<file path="src/rtl/async_sync_rx_pkg.sv">
// Shared types and parameter defaults for the async_sync_rx bundled-data receiver.
package async_sync_rx_pkg;

  localparam int DEF_WIDTH       = 8;
  localparam int DEF_DEPTH       = 4;
  localparam int DEF_SYNC_STAGES = 2;

  typedef enum logic [1:0] {
    S_IDLE       = 2'd0,
    S_WAIT_SPACE = 2'd1,
    S_ACKED      = 2'd2
  } state_e;

endpackage

</file>
<file path="src/rtl/sync_ff.sv">
// Multi-flop synchronizer for a single asynchronous level signal.
module sync_ff #(
  parameter int STAGES = 2
) (
  input  logic clk,
  input  logic rst_n,
  input  logic i_d,
  output logic o_q
);

  logic [STAGES-1:0] r_sync;

  always_ff @(posedge clk or negedge rst_n) begin
    if (!rst_n) r_sync <= '0;
    else        r_sync <= {r_sync[STAGES-2:0], i_d};
  end

  assign o_q = r_sync[STAGES-1];

endmodule

</file>
<file path="src/rtl/async_sync_rx.sv">
// 4-phase bundled-data receiver: synchronizes req_in, acknowledges, and buffers
// words in a small FIFO. Define ASYNC_SYNC_RX_ERR_EN to enable the sticky
// request-withdrawn-before-ack error flag.
module async_sync_rx
  import async_sync_rx_pkg::*;
#(
  parameter int WIDTH       = DEF_WIDTH,
  parameter int DEPTH       = DEF_DEPTH,
  parameter int SYNC_STAGES = DEF_SYNC_STAGES
) (
  input  logic                     clk,
  input  logic                     rst_n,
  input  logic                     req_in,
  input  logic [WIDTH-1:0]         data_in,
  output logic                     ack_out,
  output logic [WIDTH-1:0]         out_data,
  output logic                     out_valid,
  input  logic                     out_ready,
  output logic [$clog2(DEPTH):0]   count,
  output logic                     err_out
);

  localparam int PW = $clog2(DEPTH);
  localparam int CW = PW + 1;
  localparam logic [CW-1:0] FULL = CW'(DEPTH);

  state_e               r_state;
  logic                 r_ack;
  logic [WIDTH-1:0]     r_mem [DEPTH];
  logic [PW-1:0]        r_wr_ptr, r_rd_ptr;
  logic [CW-1:0]        r_count;
  logic                 w_req_s, w_push, w_pop, w_not_full;

  sync_ff #(.STAGES(SYNC_STAGES)) u_sync (
    .clk  (clk),
    .rst_n(rst_n),
    .i_d  (req_in),
    .o_q  (w_req_s)
  );

  // Full check uses the pre-pop count, so a pop never makes room in the same cycle.
  assign w_not_full = (r_count != FULL);
  assign w_pop      = (r_count != '0) && out_ready;

  always_comb begin
    w_push = 1'b0;
    if (w_req_s && w_not_full && (r_state == S_IDLE || r_state == S_WAIT_SPACE))
      w_push = 1'b1;
  end

  always_ff @(posedge clk or negedge rst_n) begin
    if (!rst_n) begin
      r_state <= S_IDLE;
      r_ack   <= 1'b0;
    end else begin
      case (r_state)
        S_IDLE: begin
          if (w_req_s) begin
            if (w_not_full) begin
              r_state <= S_ACKED;
              r_ack   <= 1'b1;
            end else begin
              r_state <= S_WAIT_SPACE;
            end
          end
        end
        S_WAIT_SPACE: begin
          if (!w_req_s) begin
            r_state <= S_IDLE;
          end else if (w_not_full) begin
            r_state <= S_ACKED;
            r_ack   <= 1'b1;
          end
        end
        S_ACKED: begin
          if (!w_req_s) begin
            r_state <= S_IDLE;
            r_ack   <= 1'b0;
          end
        end
        default: begin
          r_state <= S_IDLE;
          r_ack   <= 1'b0;
        end
      endcase
    end
  end

  // Storage is flops, so the head word is a registered output with no read bubble.
  always_ff @(posedge clk or negedge rst_n) begin
    if (!rst_n) begin
      for (int i = 0; i < DEPTH; i++) r_mem[i] <= '0;
      r_wr_ptr <= '0;
      r_rd_ptr <= '0;
      r_count  <= '0;
    end else begin
      if (w_push) begin
        r_mem[r_wr_ptr] <= data_in;
        r_wr_ptr        <= r_wr_ptr + PW'(1);
      end
      if (w_pop) r_rd_ptr <= r_rd_ptr + PW'(1);
      case ({w_push, w_pop})
        2'b10:   r_count <= r_count + CW'(1);
        2'b01:   r_count <= r_count - CW'(1);
        default: r_count <= r_count;
      endcase
    end
  end

`ifdef ASYNC_SYNC_RX_ERR_EN
  logic r_err;
  always_ff @(posedge clk or negedge rst_n) begin
    if (!rst_n)                                 r_err <= 1'b0;
    else if (r_state == S_WAIT_SPACE && !w_req_s) r_err <= 1'b1;
  end
  assign err_out = r_err;
`else
  assign err_out = 1'b0;
`endif

  assign ack_out   = r_ack;
  assign out_data  = r_mem[r_rd_ptr];
  assign out_valid = (r_count != '0);
  assign count     = r_count;

endmodule

</file>
<file path="config.mk">
export PLATFORM = sky130hd
export DESIGN_NAME = async_sync_rx
export DESIGN_NICKNAME = d
export VERILOG_FILES = /design/src/rtl/async_sync_rx_pkg.sv /design/src/rtl/sync_ff.sv /design/src/rtl/async_sync_rx.sv
export SDC_FILE = /design/constraint.sdc
export NUM_CORES = 1
export LEC_CHECK = 0
export CORE_ASPECT_RATIO = 0.7
export CORE_MARGIN = 2
export CORE_UTILIZATION = 40
export DETAILED_ROUTE_END_ITERATION = 10
export MAX_ROUTING_LAYER = met4
export SYNTH_ARGS = -nofsm -noshare
export SYNTH_HDL_FRONTEND = slang
export SYNTH_SLANG_ARGS = --single-unit
export TNS_END_PERCENT = 10
</file>
<file path="constraint.sdc">
create_clock -name clk -period 3.3 [get_ports clk]
set_input_delay 0.66 -clock clk [delete_from_list [all_inputs] [get_ports clk]]
set_output_delay 0.66 -clock clk [all_outputs]
set_load 0.02 [all_outputs]
</file>
* Word-level counts from Yosys, hierarchy flattened
Index checks and enable logic that the tools add are counted.
** Cells by class
- Add/subtract/negate cells :: 4
- Multiply operators :: 0
- Div/mod/pow operators :: 0
- Order comparisons :: 3
- Eq/ne operators :: 10
- Shift-type cells :: 0
- Mux-type cells :: 18
- Bitwise logic cells :: 2
- Reduce and logical (&&, ||, !) cells :: 11
** Operators with widths (count)
- bitwise mux 32 bit :: 1
- two-way mux 8 bit :: 3
- binary-select mux 8 bit (select 2 bit) :: 1
- demux 8 bit (select 2 bit) :: 1
- two-way mux 2 bit :: 5
- >= comparator 3 bit (second input constant) :: 2
- inequality test 2 x 1 -> 1 bit (second input constant) :: 3
- inequality test 3 bit (second input constant) :: 2
- NOT 2 -> 3 bit :: 2
- one-hot mux 2 bit (3 select lines) :: 1
- one-hot mux 3 bit (2 select lines) :: 1
- AND reduction 3 bit :: 2
- adder 2 x 1 -> 2 bit (second input constant) :: 2
- == test 2 x 1 -> 1 bit (second input constant) :: 2
- == test 2 bit (second input constant) :: 2
- logical AND 1 bit :: 4
- two-way mux 1 bit :: 4
- adder 3 x 1 -> 3 bit (second input constant) :: 1
- less-than comparator 3 x 1 -> 1 bit (second input constant) :: 1
- nonzero test 3 bit :: 1
- subtractor 3 x 1 -> 3 bit (second input constant) :: 1
- zero test 2 bit :: 1
- inequality test 2 bit (second input constant) :: 1
- one-hot mux 1 bit (2 select lines) :: 1
- 3 further kinds :: 3
** Word-level totals
- Register bits after elaboration :: 44
- Bits in latches :: 0
- Memory bits (writable) :: 0
- Bits in read-only memories :: 0
- Output and inout bits :: 14
- Memories kept :: 0

* Depth between registers and ports, before layout
- Depth after elaboration :: 6
- Depth in mapped cells :: 10
- Mapped depth without buffers :: 9

* Hierarchy
Synthesis repeated with hierarchy kept, for this count alone.
** Second synthesis, totals
- Cells, all modules :: 126
- Area, all modules :: 2015.7 um^2
** By module, submodules not included
- async_sync_rx :: instances 1, cells each 124, area an instance 1965.6 um^2, sequential area each 1051.0 um^2
- sync_ff :: instances 1, cells each 2, area an instance 50.0 um^2, sequential area each 50.0 um^2

* Worst setup path after synthesis
Ideal clock, no wire load.
- Path kind :: register to register
- Start point :: reg r_count[2], in the netlist count[2]
- End point :: reg r_count[2], in the netlist count[2]
- Setup time :: 0.080 ns
- Arrival :: 2.225 ns
- Data required time :: 3.220 ns
- Setup slack :: 0.996 ns
- Stages on the path, launching flop included :: 10
- Period minus slack after synthesis :: 2.304 ns
- Path through :: dfrtp_1 nor3b_4 nor2_1 inv_1 ha_1 inv_1 fa_1 xor2_1 nor2_1 xor2_1
** Between the ends
- Longest elaborated chain between the ends :: 6
- Elaborated cells between the ends (all ways) :: 12
- Classes of those cells :: add/sub: 2; eq/ne: 3; mux: 2; reduce/logical: 5
** RTL lines
- from (decl) :: RTL line async_sync_rx.sv:31 : logic [CW-1:0] r_count;
- from (signal assigned) :: RTL line async_sync_rx.sv:103 : 2'b10: r_count <= r_count + CW'(1);
- from (signal assigned) :: RTL line async_sync_rx.sv:104 : 2'b01: r_count <= r_count - CW'(1);
- from (signal assigned) :: RTL line async_sync_rx.sv:105 : default: r_count <= r_count;
- inequality test 3 bit :: RTL line async_sync_rx.sv:42 : assign w_not_full = (r_count != FULL);
- logical AND 1 bit (2 in a row) :: RTL line async_sync_rx.sv:47 : if (w_req_s && w_not_full && (r_state == S_IDLE || r_state == S_WAIT_SPACE))
- two-way mux 1 bit :: RTL line async_sync_rx.sv:47
- == test 2 x 1 -> 1 bit or == test 2 bit (tied branches) :: RTL line async_sync_rx.sv:102 : case ({w_push, w_pop})
- one-hot mux 3 bit (2 select lines) or nonzero test 2 bit (tied branches)
Several ways; a longest one is shown, not always the timed one.
A chain may end at the register's enable or synchronous reset.

* Worst setup path after layout
- Start point :: reg r_rd_ptr[0]
- End point :: out out_data[6]
** Between the ends
- Longest elaborated chain between the ends :: 4
** RTL lines
- from (decl) :: RTL line async_sync_rx.sv:30 : logic [PW-1:0] r_wr_ptr, r_rd_ptr;
- from (signal assigned) :: RTL line async_sync_rx.sv:101 : if (w_pop) r_rd_ptr <= r_rd_ptr + PW'(1);
- NOT 2 -> 3 bit (not written as such) :: RTL line async_sync_rx.sv:122 : assign out_data = r_mem[r_rd_ptr];
- binary-select mux 8 bit (select 2 bit) :: RTL line async_sync_rx.sv:122
- two-way mux 8 bit (not written as such) (2 in a row) :: RTL line async_sync_rx.sv:122
- to (decl) :: RTL line async_sync_rx.sv:16 : output logic [WIDTH-1:0] out_data,
No other way between the ends. The select of a mux whose other input is x is not followed.

==> results.md <==
- Status: completed
- Average via count per standard cell: 4.86
- Hold Vio Cnt, Final: 0
- Area added between synthesis and finish: 21.3%
- MaxCap Viol Count: 0
- Compound-gate portion of the synthesized area: 1.43%
- Clock Power Share: 17.6%
- Maximum number of pins on one net before global-route repair: 45
- Kind of critical path: reg2out
- Global-route wire length before repair: 6120 um
- Sort of element at the start of the critical path: register
- Register-to-register setup slack: 0.88 ns
- Residual DRC count: 0
- Cts hold-fix bufs: 0
- Leftover overflow at the end of global routing: 0
- Arrival time reported for the critical path endpoint: 2.16 ns
- Part of the power in registers: 38.0%
- Net switching component of the power: 860 uW
- Std-Cell Core Area: 0.00481 mm2
- Reg-to-reg critical path startpoint: count[0]$_DFFE_PN0P_
- Number of antenna diodes: 0
- Number of instances resized during post-cts repair: 0
- Fraction of synthesized area in multiplexers: 28.1%
- Count of H-tree levels built during CTS: 2
- PwrDens: 1090 mW/mm2
- Setup violations, final: 0
- Sink Count: 44
- CTS tree: done
- Leakage power summed over all cells: 0.00102 uW
- Instance count after placement with tap cells included: 215
- Number of cell instances on the worst register-to-register path: 9
- Post-synthesis simple-gate area fraction: 6.64%
- Clock root buffer master: sky130_fd_sc_hd__clkbuf_8
- Combinational fraction of design power: 44.4%
- Total of fill cells in the finished design: 391
- Fmax: 354 MHz
- Required time at the endpoint of the critical path: 2.64 ns
- Fin Clk Skew: 0.00637 ns
- Floorplan die area: 0.00563 mm2
- Sequential share of the synthesized area: 54.6%
- Chip width: 88.8 um
- Detailed-route via count: 1079
- Post-layout util: 50.8%
- Estimated wirelength of the detail-placed design: 2420 um
- Crit path to: out_data[6]
- Average cell area after synthesis: 16.0 um2
- Number of port buffers: 24
- Main combinational cell family by area after synthesis: multiplexers
- Initial antenna violation count: 0
- Initial Util: 41.9%
- Post-layout nets: 171
- Adder-cell share of the synthesized area: 4.10%
- Count of unique library cells instantiated by Yosys: 24
- Synthesized Nets: 144
- Gate count of the mapped netlist: 126
- Worst setup path startpoint: r_rd_ptr[0]$_DFFE_PN0P_
- Number of buffers inserted during clock tree synthesis: 5
- Detailed-route wire length per cell: 15.5 um
- Number of design-rule violations left by the first detailed-router iteration: 49
- Relative slew slack: 36.7%
- Slew at the pin closest to its max-slew limit: 0.950 ns
- Total routed wirelength: 3450 um
- Cell area after synthesis: 0.00202 mm2
- Final Cycle Share: 85.6%
- Final TNS setup: 0 ns
- Maximum fanout count along the critical path: 10
- DIE HEIGHT: 63.4 um
- Clock slew seen by the registers of the worst setup and hold paths: 0.08 ns
- HP Class: reg2reg
- Gp weighted congestion: 0.720
- Slew Limit Fails: 0
- Proportion of layout cells with a drive suffix above 1: 37.3%
- R2r endpoint: count[2]$_DFFE_PN0P_
- Buffers inserted by post-CTS timing repair: 0
- Final non-filler cell area: 0.00244 mm2
- Count of non-filler cells in the finished layout: 222
- Setup repair after global routing missed its margin: false
- Number of iterations in the first detailed-routing pass: 2
- Aggregate global-route resource usage: 15.0%
- Placed cell area: 0.00232 mm2
- Std cell rows: 21
- Yosys warning count: 0
- Worst-case vdd ir drop: 461 uV
- Clock Latency Late Sink: 0.29 ns
- CP endpoint kind: output port
- Via count of the first global-routing pass: 1248
- # IOs: 26
- Post-synthesis sequential element count: 44
- Crit path time final: 2.82 ns
- XOR/XNOR share of the synthesized area: 2.61%
- Switching power as a share of total power: 32.3%
- Final ANT Viol Nets: 0
- Largest buffer count on any clock path: 2
- Internal power summed over all cells: 1810 uW
- Worst hold slack: 0.351 ns
-- per-stage QoR --
stage | total power (uW) | setup WS (ns)
2_1_floorplan | 1810 | 0.996
3_3_place_gp | 2170 | 0.743
3_5_place_dp | 2230 | 0.763
4_1_cts | 2710 | 0.424
5_1_grt | 2860 | 0.357
6_report | 2670 | 0.477
-- critical path, stage by stage (launching register included) --
cell,delay (ns)
sky130_fd_sc_hd__dfrtp_1,0.73
sky130_fd_sc_hd__mux4_2,0.59
sky130_fd_sc_hd__clkdlybuf4s50_1,0.56
-- metal layers --
metal	routed length [um]	share of wire [%]	global-route usage [%]	vias up
li1	-	-	-	503
met1	1610	46	19.3	554
met2	1670	48	23.1	17
met3	143	4.1	4.19	5
met4	36	1.0	4.55	0
met5	0	0	-	-
-- synthesized netlist by cell type --
cell | instances | share of area, %
sky130_fd_sc_hd__dfrtp_1 | 44 | 55
sky130_fd_sc_hd__mux2_2 | 32 | 18
sky130_fd_sc_hd__mux4_2 | 8 | 8.9
sky130_fd_sc_hd__inv_1 | 7 | 1.3
sky130_fd_sc_hd__ha_1 | 5 | 3.1
sky130_fd_sc_hd__nor3b_4 | 5 | 4.7
sky130_fd_sc_hd__xnor2_1 | 3 | 1.3
sky130_fd_sc_hd__xor2_1 | 3 | 1.3
sky130_fd_sc_hd__buf_2 | 2 | 0.50
sky130_fd_sc_hd__nor2_1 | 2 | 0.37
sky130_fd_sc_hd__o21ai_0 | 2 | 0.50
sky130_fd_sc_hd__a21o_2 | 1 | 0.43
sky130_fd_sc_hd__buf_1 | 1 | 0.19
sky130_fd_sc_hd__buf_4 | 1 | 0.37
sky130_fd_sc_hd__conb_1 | 1 | 0.19
sky130_fd_sc_hd__fa_1 | 1 | 0.99
sky130_fd_sc_hd__mux2_4 | 1 | 0.74
sky130_fd_sc_hd__mux2i_1 | 1 | 0.50
sky130_fd_sc_hd__nand2_1 | 1 | 0.19
sky130_fd_sc_hd__nand2b_1 | 1 | 0.31
sky130_fd_sc_hd__nand3b_1 | 1 | 0.37
sky130_fd_sc_hd__nor3b_1 | 1 | 0.37
sky130_fd_sc_hd__o31a_2 | 1 | 0.50
sky130_fd_sc_hd__or3_2 | 1 | 0.37
-- sequential cells by signal, indices dropped and copies added, names as in the netlist --
register       flops
r_mem             32
count              3
r_rd_ptr           2
r_state            2
r_wr_ptr           2
u_sync.r_sync      2
ack_out            1
-- kinds of logic (layout without fill, tap and decap cells) --
family / count (synthesis) / after routing
other: 1 / 1
muxes: 42 / 42
buffers and inverters: 11 / 38
AOI/OAI and AO/OA: 4 / 4
and+or+nand+nor: 12 / 12
adders and majority gates: 6 / 6
xor gates and xnor gates: 6 / 6
DFF: 44 / 44
-- final cells by class --
cell class | count | area [um2] | area share (%)
Inverter | 7 | 26.3 | 1.07
Timing Repair Buffer | 24 | 235 | 9.62
Tap cell | 69 | 86.3 | 3.53
Clock inverter | 2 | 60.1 | 2.46
Sequential cell | 44 | 1100 | 45.0
Clock buffer | 5 | 68.8 | 2.81
Multi-Input combinational cell | 71 | 867 | 35.5
-- worst min-delay path by stage --
| stage | from | endpoint | slack [ns] | cells after the start |
|---|---|---|---|---|
| final | u_sync.r_sync[0]$_DFF_PN0_ | u_sync.r_sync[1]$_DFF_PN0_ | 0.35 | 0 |
| after global routing | u_sync.r_sync[0]$_DFF_PN0_ | u_sync.r_sync[1]$_DFF_PN0_ | 0.36 | 0 |
| after CTS | u_sync.r_sync[0]$_DFF_PN0_ | u_sync.r_sync[1]$_DFF_PN0_ | 0.35 | 0 |
| after detailed placement | u_sync.r_sync[0]$_DFF_PN0_ | u_sync.r_sync[1]$_DFF_PN0_ | 0.33 | 0 |
| after global placement | u_sync.r_sync[0]$_DFF_PN0_ | u_sync.r_sync[1]$_DFF_PN0_ | 0.34 | 0 |
| after floorplan | u_sync.r_sync[0]$_DFF_PN0_ | u_sync.r_sync[1]$_DFF_PN0_ | 0.33 | 0 |
-- power groups by stage --
stage / Combinational [uW] / Clock [uW] / Sequential, uW
final: 1180 / 470 / 1010
after global placement: 1160 / 0 / 1010
after global routing: 1290 / 512 / 1060
after floorplan: 860 / 0 / 951
after CTS: 1210 / 483 / 1020
after detailed placement: 1200 / 0 / 1030
-- layout by cell type, fill, tap and decap left out --
cell,count
sky130_fd_sc_hd__o21ai_0,2
sky130_fd_sc_hd__xor2_1,3
sky130_fd_sc_hd__bufinv_16,2
sky130_fd_sc_hd__nand3b_1,1
sky130_fd_sc_hd__dfrtp_1,44
sky130_fd_sc_hd__conb_1,1
sky130_fd_sc_hd__or3_2,1
sky130_fd_sc_hd__mux4_2,8
sky130_fd_sc_hd__xnor2_1,3
sky130_fd_sc_hd__buf_2,1
sky130_fd_sc_hd__nand2b_1,1
sky130_fd_sc_hd__clkbuf_8,5
sky130_fd_sc_hd__nor2_1,2
sky130_fd_sc_hd__mux2_4,1
sky130_fd_sc_hd__a21o_2,1
sky130_fd_sc_hd__nor3b_1,1
sky130_fd_sc_hd__mux2_2,32
sky130_fd_sc_hd__nor3b_4,5
sky130_fd_sc_hd__ha_1,5
sky130_fd_sc_hd__inv_1,7
sky130_fd_sc_hd__fa_1,1
sky130_fd_sc_hd__nand2_1,1
sky130_fd_sc_hd__o31a_2,1
sky130_fd_sc_hd__mux2i_1,1
sky130_fd_sc_hd__clkdlybuf4s50_1,23
(Power assumes the default switching activity.)
